### config.mk
export PLATFORM = sky130hd
export DESIGN_NAME = fault_campaign_ctrl
export DESIGN_NICKNAME = d
export VERILOG_FILES = /design/src/rtl/fault_pkg.sv /design/src/rtl/fault_ref_model.sv /design/src/rtl/fault_campaign_ctrl.sv
export SDC_FILE = /design/constraint.sdc
export NUM_CORES = 1
export LEC_CHECK = 0
export CORE_MARGIN = 4
export CORE_UTILIZATION = 25
export DETAILED_ROUTE_END_ITERATION = 12
export SLEW_MARGIN = 30
export SYNTH_ARGS = -nofsm -noshare
export SYNTH_HDL_FRONTEND = slang
export SYNTH_SLANG_ARGS = --single-unit
### constraint.sdc
create_clock -name clk -period 2.3 [get_ports clk]
set_clock_uncertainty 0.05 [all_clocks]
set_input_delay 0.46 -clock clk [delete_from_list [all_inputs] [get_ports clk]]
set_output_delay 0.46 -clock clk [all_outputs]
set_load 0.03 [all_outputs]
### src/rtl/fault_pkg.sv
// Shared definitions for the fault-injection campaign controller.
// Holds fault-type and FSM enums, site constants, the mismatch record and
// helpers that map a fault index onto its injection site and fault type.
package fault_pkg;

   localparam int unsigned STIM_W     = 4;
   localparam int unsigned IDX_W      = 3;
   localparam int unsigned HOLD_W     = 4;
   localparam int unsigned N_FAULTS   = 6;
   localparam int unsigned N_PATTERNS = 16;

   localparam logic [IDX_W-1:0] BASELINE_IDX = 3'd7;

   localparam logic SITE_SIG1 = 1'b0;
   localparam logic SITE_SIG2 = 1'b1;

   typedef enum logic [1:0] {
      SA0  = 2'd0,
      SA1  = 2'd1,
      FLIP = 2'd2
   } fault_type_e;

   typedef enum logic [2:0] {
      ST_IDLE   = 3'd0,
      ST_APPLY  = 3'd1,
      ST_SAMPLE = 3'd2,
      ST_NEXT   = 3'd3,
      ST_DONE   = 3'd4
   } state_e;

   // One logged mismatch event.
   typedef struct packed {
      logic [IDX_W-1:0]  fault;
      logic [STIM_W-1:0] pattern;
   } mis_rec_t;

   // Faults 0..2 live on sig1, 3..5 on sig2.
   function automatic logic fault_site(input logic [IDX_W-1:0] idx);
      return (idx >= 3'd3) ? SITE_SIG2 : SITE_SIG1;
   endfunction

   // SA0, SA1, FLIP repeat for each site.
   function automatic logic [1:0] fault_kind(input logic [IDX_W-1:0] idx);
      logic [IDX_W-1:0] r;
      r = (idx >= 3'd3) ? IDX_W'(idx - 3'd3) : idx;
      return r[1:0];
   endfunction

   // Value of a node after the given fault is forced onto it.
   function automatic logic apply_fault(input logic v, input fault_type_e t);
      case (t)
         SA0:     return 1'b0;
         SA1:     return 1'b1;
         FLIP:    return ~v;
         default: return v;
      endcase
   endfunction

endpackage

### src/rtl/fault_ref_model.sv
// Combinational model of the two-level test circuit:
//   sig1 = a | b, sig2 = e | ~f, y = sig1 ^ sig2, with an optional forced fault.
// Ports: stim {a,b,e,f}; flt_en/flt_site/flt_type select the fault; y_c result.
module fault_ref_model
   import fault_pkg::*;
(
   input  logic [STIM_W-1:0] stim,
   input  logic              flt_en,
   input  logic              flt_site,
   input  fault_type_e       flt_type,
   output logic              y_c
);

   logic sig1;
   logic sig2;
   logic sig1_f;
   logic sig2_f;

   // Nominal nodes, then the fault overlay on the selected site.
   always_comb begin
      sig1   = stim[3] | stim[2];
      sig2   = stim[1] | ~stim[0];
      sig1_f = sig1;
      sig2_f = sig2;
      if (flt_en) begin
         if (flt_site == SITE_SIG1) sig1_f = apply_fault(sig1, flt_type);
         else                       sig2_f = apply_fault(sig2, flt_type);
      end
      y_c = sig1_f ^ sig2_f;
   end

endmodule

### src/rtl/fault_campaign_ctrl.sv
// Fault-injection campaign sequencer. Runs all 16 patterns fault-free
// (baseline), then under each of six single faults, compares y_dut against
// the fault-free golden value and logs mismatches / per-fault detection.
// Ports:
//   clk, rst_n        clock, async active-low reset
//   start             campaign start pulse (honoured only when idle)
//   y_dut             sampled output of the circuit under test
//   stim              applied pattern {a,b,e,f}
//   inj_en/site/type  fault forcing controls toward the circuit
//   busy, done        campaign running / one-cycle end pulse
//   campaign_err      sticky baseline-mismatch flag
//   mis_valid/fault/pattern  mismatch event log
//   detected_mask     per-fault detection bits
module fault_campaign_ctrl
   import fault_pkg::*;
#(
   parameter int unsigned HOLD_CYCLES    = 1,
   parameter bit          STOP_ON_DETECT = 1'b1
) (
   input  logic                clk,
   input  logic                rst_n,
   input  logic                start,
   input  logic                y_dut,
   output logic [STIM_W-1:0]   stim,
   output logic                inj_en,
   output logic                inj_site,
   output logic [1:0]          inj_type,
   output logic                busy,
   output logic                done,
   output logic                campaign_err,
   output logic                mis_valid,
   output logic [IDX_W-1:0]    mis_fault,
   output logic [STIM_W-1:0]   mis_pattern,
   output logic [N_FAULTS-1:0] detected_mask
);

   state_e               state, state_d;
   logic [STIM_W-1:0]    pattern, pattern_d;
   logic [HOLD_W-1:0]    hold_cnt, hold_d;
   logic [IDX_W-1:0]     phase, phase_d;
   logic                 inj_en_d, inj_site_d;
   logic [1:0]           inj_type_d;
   logic                 busy_d, done_d, err_d, mis_valid_d;
   mis_rec_t             mis, mis_d;
   logic [N_FAULTS-1:0]  mask_d;
   logic                 golden_c;
   logic                 mismatch_c;
   logic                 last_phase_c;

   // Fault-free expectation for the pattern currently applied.
   fault_ref_model u_golden (
      .stim     (pattern),
      .flt_en   (1'b0),
      .flt_site (SITE_SIG1),
      .flt_type (SA0),
      .y_c      (golden_c)
   );

   assign stim        = pattern;
   assign mis_fault   = mis.fault;
   assign mis_pattern = mis.pattern;

   // State and registered outputs.
   always_ff @(posedge clk or negedge rst_n) begin
      if (!rst_n) begin
         state         <= ST_IDLE;
         pattern       <= '0;
         hold_cnt      <= '0;
         phase         <= '0;
         inj_en        <= 1'b0;
         inj_site      <= 1'b0;
         inj_type      <= 2'd0;
         busy          <= 1'b0;
         done          <= 1'b0;
         campaign_err  <= 1'b0;
         mis_valid     <= 1'b0;
         mis           <= '0;
         detected_mask <= '0;
      end else begin
         state         <= state_d;
         pattern       <= pattern_d;
         hold_cnt      <= hold_d;
         phase         <= phase_d;
         inj_en        <= inj_en_d;
         inj_site      <= inj_site_d;
         inj_type      <= inj_type_d;
         busy          <= busy_d;
         done          <= done_d;
         campaign_err  <= err_d;
         mis_valid     <= mis_valid_d;
         mis           <= mis_d;
         detected_mask <= mask_d;
      end
   end

   assign mismatch_c   = (y_dut != golden_c);
   assign last_phase_c = (phase == IDX_W'(N_FAULTS - 1));

   // Next-state and next-output logic.
   always_comb begin
      logic [IDX_W-1:0] nxt_phase;
      state_d     = state;
      pattern_d   = pattern;
      hold_d      = hold_cnt;
      phase_d     = phase;
      inj_en_d    = inj_en;
      inj_site_d  = inj_site;
      inj_type_d  = inj_type;
      busy_d      = busy;
      done_d      = 1'b0;
      err_d       = campaign_err;
      mis_valid_d = 1'b0;
      mis_d       = mis;
      mask_d      = detected_mask;
      nxt_phase   = '0;

      case (state)
         ST_IDLE: begin
            if (start) begin
               state_d    = ST_APPLY;
               pattern_d  = '0;
               hold_d     = '0;
               phase_d    = BASELINE_IDX;
               inj_en_d   = 1'b0;
               inj_site_d = 1'b0;
               inj_type_d = 2'd0;
               busy_d     = 1'b1;
               err_d      = 1'b0;
               mask_d     = '0;
            end
         end

         ST_APPLY: begin
            if (hold_cnt == HOLD_W'(HOLD_CYCLES - 1)) state_d = ST_SAMPLE;
            else                                      hold_d  = HOLD_W'(hold_cnt + 4'd1);
         end

         ST_SAMPLE: begin
            hold_d = '0;
            if (mismatch_c) begin
               mis_valid_d   = 1'b1;
               mis_d.fault   = phase;
               mis_d.pattern = pattern;
               if (phase == BASELINE_IDX) err_d = 1'b1;
               else                       mask_d[phase] = 1'b1;
            end
            // A broken baseline makes fault results meaningless: abort.
            if (mismatch_c && (phase == BASELINE_IDX)) begin
               state_d = ST_DONE;
               done_d  = 1'b1;
            end else if ((pattern == 4'hF) || (STOP_ON_DETECT && mismatch_c)) begin
               inj_en_d   = 1'b0;
               inj_site_d = 1'b0;
               inj_type_d = 2'd0;
               pattern_d  = '0;
               if (last_phase_c) begin
                  state_d = ST_DONE;
                  done_d  = 1'b1;
               end else begin
                  state_d = ST_NEXT;
               end
            end else begin
               pattern_d = STIM_W'(pattern + 4'd1);
               state_d   = ST_APPLY;
            end
         end

         ST_NEXT: begin
            nxt_phase  = (phase == BASELINE_IDX) ? 3'd0 : IDX_W'(phase + 3'd1);
            phase_d    = nxt_phase;
            state_d    = ST_APPLY;
            pattern_d  = '0;
            hold_d     = '0;
            inj_en_d   = 1'b1;
            inj_site_d = fault_site(nxt_phase);
            inj_type_d = fault_kind(nxt_phase);
         end

         ST_DONE: begin
            state_d    = ST_IDLE;
            busy_d     = 1'b0;
            inj_en_d   = 1'b0;
            inj_site_d = 1'b0;
            inj_type_d = 2'd0;
         end

         default: state_d = ST_IDLE;
      endcase
   end

endmodule
==> qor.csv <==
stage;metric;value;unit
sta;worst_pin_slew;0.474;ns
route;drc_errors;0;
synth;ys_top_cells_by_area;dfrtp_1 (49%), ha_1 (5.6%), o21ai_0 (5.1%), nand2_1 (3.4%), nor2_1 (3.0%);
synth;yosys_most_used_dff;dfrtp_1;
critical_path;r2r-start;stim[1]$_DFFE_PN0P_;
clocking;cts_sinks;35;
clocking;path_clk_slew;0.07;ns
global_route;grt_max_degree;36;
sta;fmax;501;MHz
sta;period_needed;2.00;ns
synth;syn-cell-area;1770;sq um
route;vias;1412;
placed_design;place_area;2170;sq um
synth;synth_xor_area_share;2.82;%
route;wire_per_inst;13.1;um
clocking;cts-resized-gates;0;
pwr;ir_drop;0.488;mV
synth;synth_area_per_cell;10.1;sq um
sta;rsz0062_at_grt;false;
synth;synth_compound_area_share;18.0;%
run;max_cap_viol_count;0;
sta;tns;0;ns
cells_and_area;fin_nets;221;
route;routed_via_density;4.61;
synth;ys.warnings.count;0;
synth;ys_types;48;
critical_path;arrival;2.12;ns
route;drtIter0Drc;64;
cells_and_area;final_area;2250;sq um
cells_and_area;drive_gt1_share;10.5;%
floorplan;core_area;6830;sq um
synth;synth-simple-area-share;16.2;%
clocking;numCtsBuffers;5;
placed_design;gp_congestion;0.791;
pwr;intPower;1530;uW
pwr;netSwitchingPower;1190;uW
floorplan;rows;30;
pwr;p_seq_share;34.6;%
sta;fin_ws;0.303;ns
pwr;p_per_area;1210;nW/um^2
synth;syn_nets;188;
global_route;overflow;0;
worst_hold_path;holdPathStages;2;
clocking;cts_tree;built;
route;first_pass_iters;4;
floorplan;dieArea;8500;sq um
synth;synth_edf_count;0;
synth;synth_top_family_by_area;compound AO/OA/AOI/OAI gates;
critical_path;critical_path_class;reg -> reg;
floorplan;design.portCount;29;
sta;final_max_slew_viol_count;0;
placed_design;dp_hpwl;2.96;mm
sta;finalSetupViolCount;0;
critical_path;required;2.42;ns
sta;hold_violations;0;
clocking;post_cts.repair.setup_buffers;0;
global_route;grt_pass1_vias;1471;
status;status;completed;
floorplan;die_y;92.2;um
critical_path;r2r_cells;6;
worst_hold_path;min_from;detected_mask[2]$_DFFE_PN0P_;
critical_path;cp-end-kind;flop;
global_route;grt_usage;10.4;%
placed_design;io_buffers;28;
route;ant_nets;0;
synth;ys_seq_elements;35;
pwr;p_sw_share;43.7;%
synth;yosys.area.top_type;dfrtp_1;
pwr;combPwrFrac;49.6;%
placed_design;dp_slack;0.0245;ns
cells_and_area;area_growth_syn_to_layout;27.0;%
clocking;hold_buffers;0;
critical_path;critPathLaunchType;flop;
pwr;power_leakage;0.000968;uW
critical_path;path_max_fanout;12;
sta;period_share;86.8;%
route;wirelength;4.02;mm
clocking;clock_path_buffers;2;
pwr;power.total;2720;uW
global_route;grt_first_pass_wirelength;7.07;mm
cells_and_area;antenna_cells;0;
synth;synth_mux_area_share;3.04;%
sta;maxSlewHeadroom;68.1;%
worst_hold_path;min_to;detected_mask[2]$_DFFE_PN0P_;
clocking;clk_latency;0.29;ns
sta;whs;0.442;ns
floorplan;start_util;25.9;%
clocking;cts_max_level;2;
pwr;power.share.clock;15.9;%
synth;synth_top_area_share;49.4;%
synth;seq_area_frac_synth;49.4;%
floorplan;die_x;92.2;um
synth;synthArstFlopShare;100;%
synth;syn-instance-count;176;
clocking;root_buffer;clkbuf_8;
global_route;antenna_found_initial;0;
critical_path;r2r_end;detected_mask[1]$_DFFE_PN0P_;
worst_hold_path;hp-class;reg -> reg;
critical_path;reg2reg_setup_slack;0.30;ns
synth;synth_adder_area_share;5.65;%
routing by layer:
metal  GRT usage, %  vias up  wire (um)  part of all wire (%)
met3           3.36        7        187                   4.6
met4           3.71        0         64                   1.6
met1           12.9      689       1860                    46
met2           16.8       22       1910                    47
met5              0        -          0                     0
li1               -      694          -                     -
area by class of cell:
| cell class | instances | area (sq um) |
|---|---|---|
| repair buffers | 32 | 310 |
| flip-flops and latches | 35 | 876 |
| clock buffers | 5 | 68.8 |
| well taps | 96 | 120 |
| inverters | 13 | 48.8 |
| fillers | 725 | 4580 |
| multi-input cells | 122 | 811 |
| clock inverters | 3 | 15.0 |
sequential cells by signal (all words and copies together) (netlist names):
| name | cells |
|---|---|
| stim | 4 |
| detected_mask | 6 |
| phase | 3 |
| busy | 1 |
| hold_cnt | 4 |
| inj_type | 2 |
| mis_pattern | 4 |
| done | 1 |
| mis_fault | 3 |
| inj_en | 1 |
| campaign_err | 1 |
| inj_site | 1 |
| mis_valid | 1 |
| state | 3 |
cells in the mapped netlist (all sizes together), types with 3 or more instances:
library cell / instances
mux2: 3
ha: 8
inv: 13
o41ai: 4
dfrtp: 35
nor2: 14
nor4: 3
a21oi: 6
o211ai: 3
o21ai: 18
a31oi: 4
buf: 4
nand2: 17
xnor2: 3
nand3: 3
how the worst max path moves through the flow:
| stage | startpoint | endpoint | slack, ns | cells after the start |
|---|---|---|---|---|
| 2_1_floorplan | stim[1]$_DFFE_PN0P_ | detected_mask[2]$_DFFE_PN0P_ | 0.33 | 7 |
| 3_3_place_gp | y_dut | detected_mask[1]$_DFFE_PN0P_ | 0.15 | 5 |
| 3_5_place_dp | y_dut | detected_mask[1]$_DFFE_PN0P_ | 0.02 | 5 |
| 4_1_cts | stim[0]$_DFFE_PN0P_ | detected_mask[1]$_DFFE_PN0P_ | 0.28 | 5 |
| 5_1_grt | stim[1]$_DFFE_PN0P_ | detected_mask[3]$_DFFE_PN0P_ | 0.09 | 6 |
| 6_report | stim[1]$_DFFE_PN0P_ | detected_mask[1]$_DFFE_PN0P_ | 0.30 | 6 |
layout by cell type (no fill, tap or decap), types with 3 or more instances in the layout:
master / instances
nand3_1: 3
nand2_1: 16
mux2_2: 3
o41ai_1: 4
ha_1: 8
nor2_1: 14
clkinv_2: 3
clkbuf_8: 5
inv_1: 13
o211ai_1: 3
a21oi_1: 6
clkdlybuf4s50_1: 28
dfrtp_1: 35
o21ai_0: 18
buf_4: 4
a31oi_1: 4
logic make-up after synthesis:
kind of cell	count (synthesis)
compound gates	49
fa+ha+maj	8
flops	35
simple gates	56
buf+inv	19
mux	5
xor+xnor	4
worst max-delay path: stages, from the launching register on:
cell,delay (ns)
dfrtp_1,0.41
inv_1,0.09
ha_1,0.23
xnor2_2,0.18
xnor2_2,0.32
nand2_2,0.23
o41ai_1,0.37
power by group through the flow:
stage / Clock, uW / Combinational (uW) / Sequential (uW)
finish: 431 / 1350 / 938
global route: 474 / 1500 / 968
CTS: 452 / 1360 / 943
detailed placement: 0 / 1360 / 952
global placement: 0 / 1340 / 947
floorplan: 0 / 696 / 1140
per-stage QoR:
step,cells,utilization (%)
after detailed placement,298,31.7
after CTS,306,32.9
after global placement,298,31.7
after floorplan,176,-
final,306,32.9
after global routing,306,32.9
Note: power is estimated with default switching activity, not from simulation.
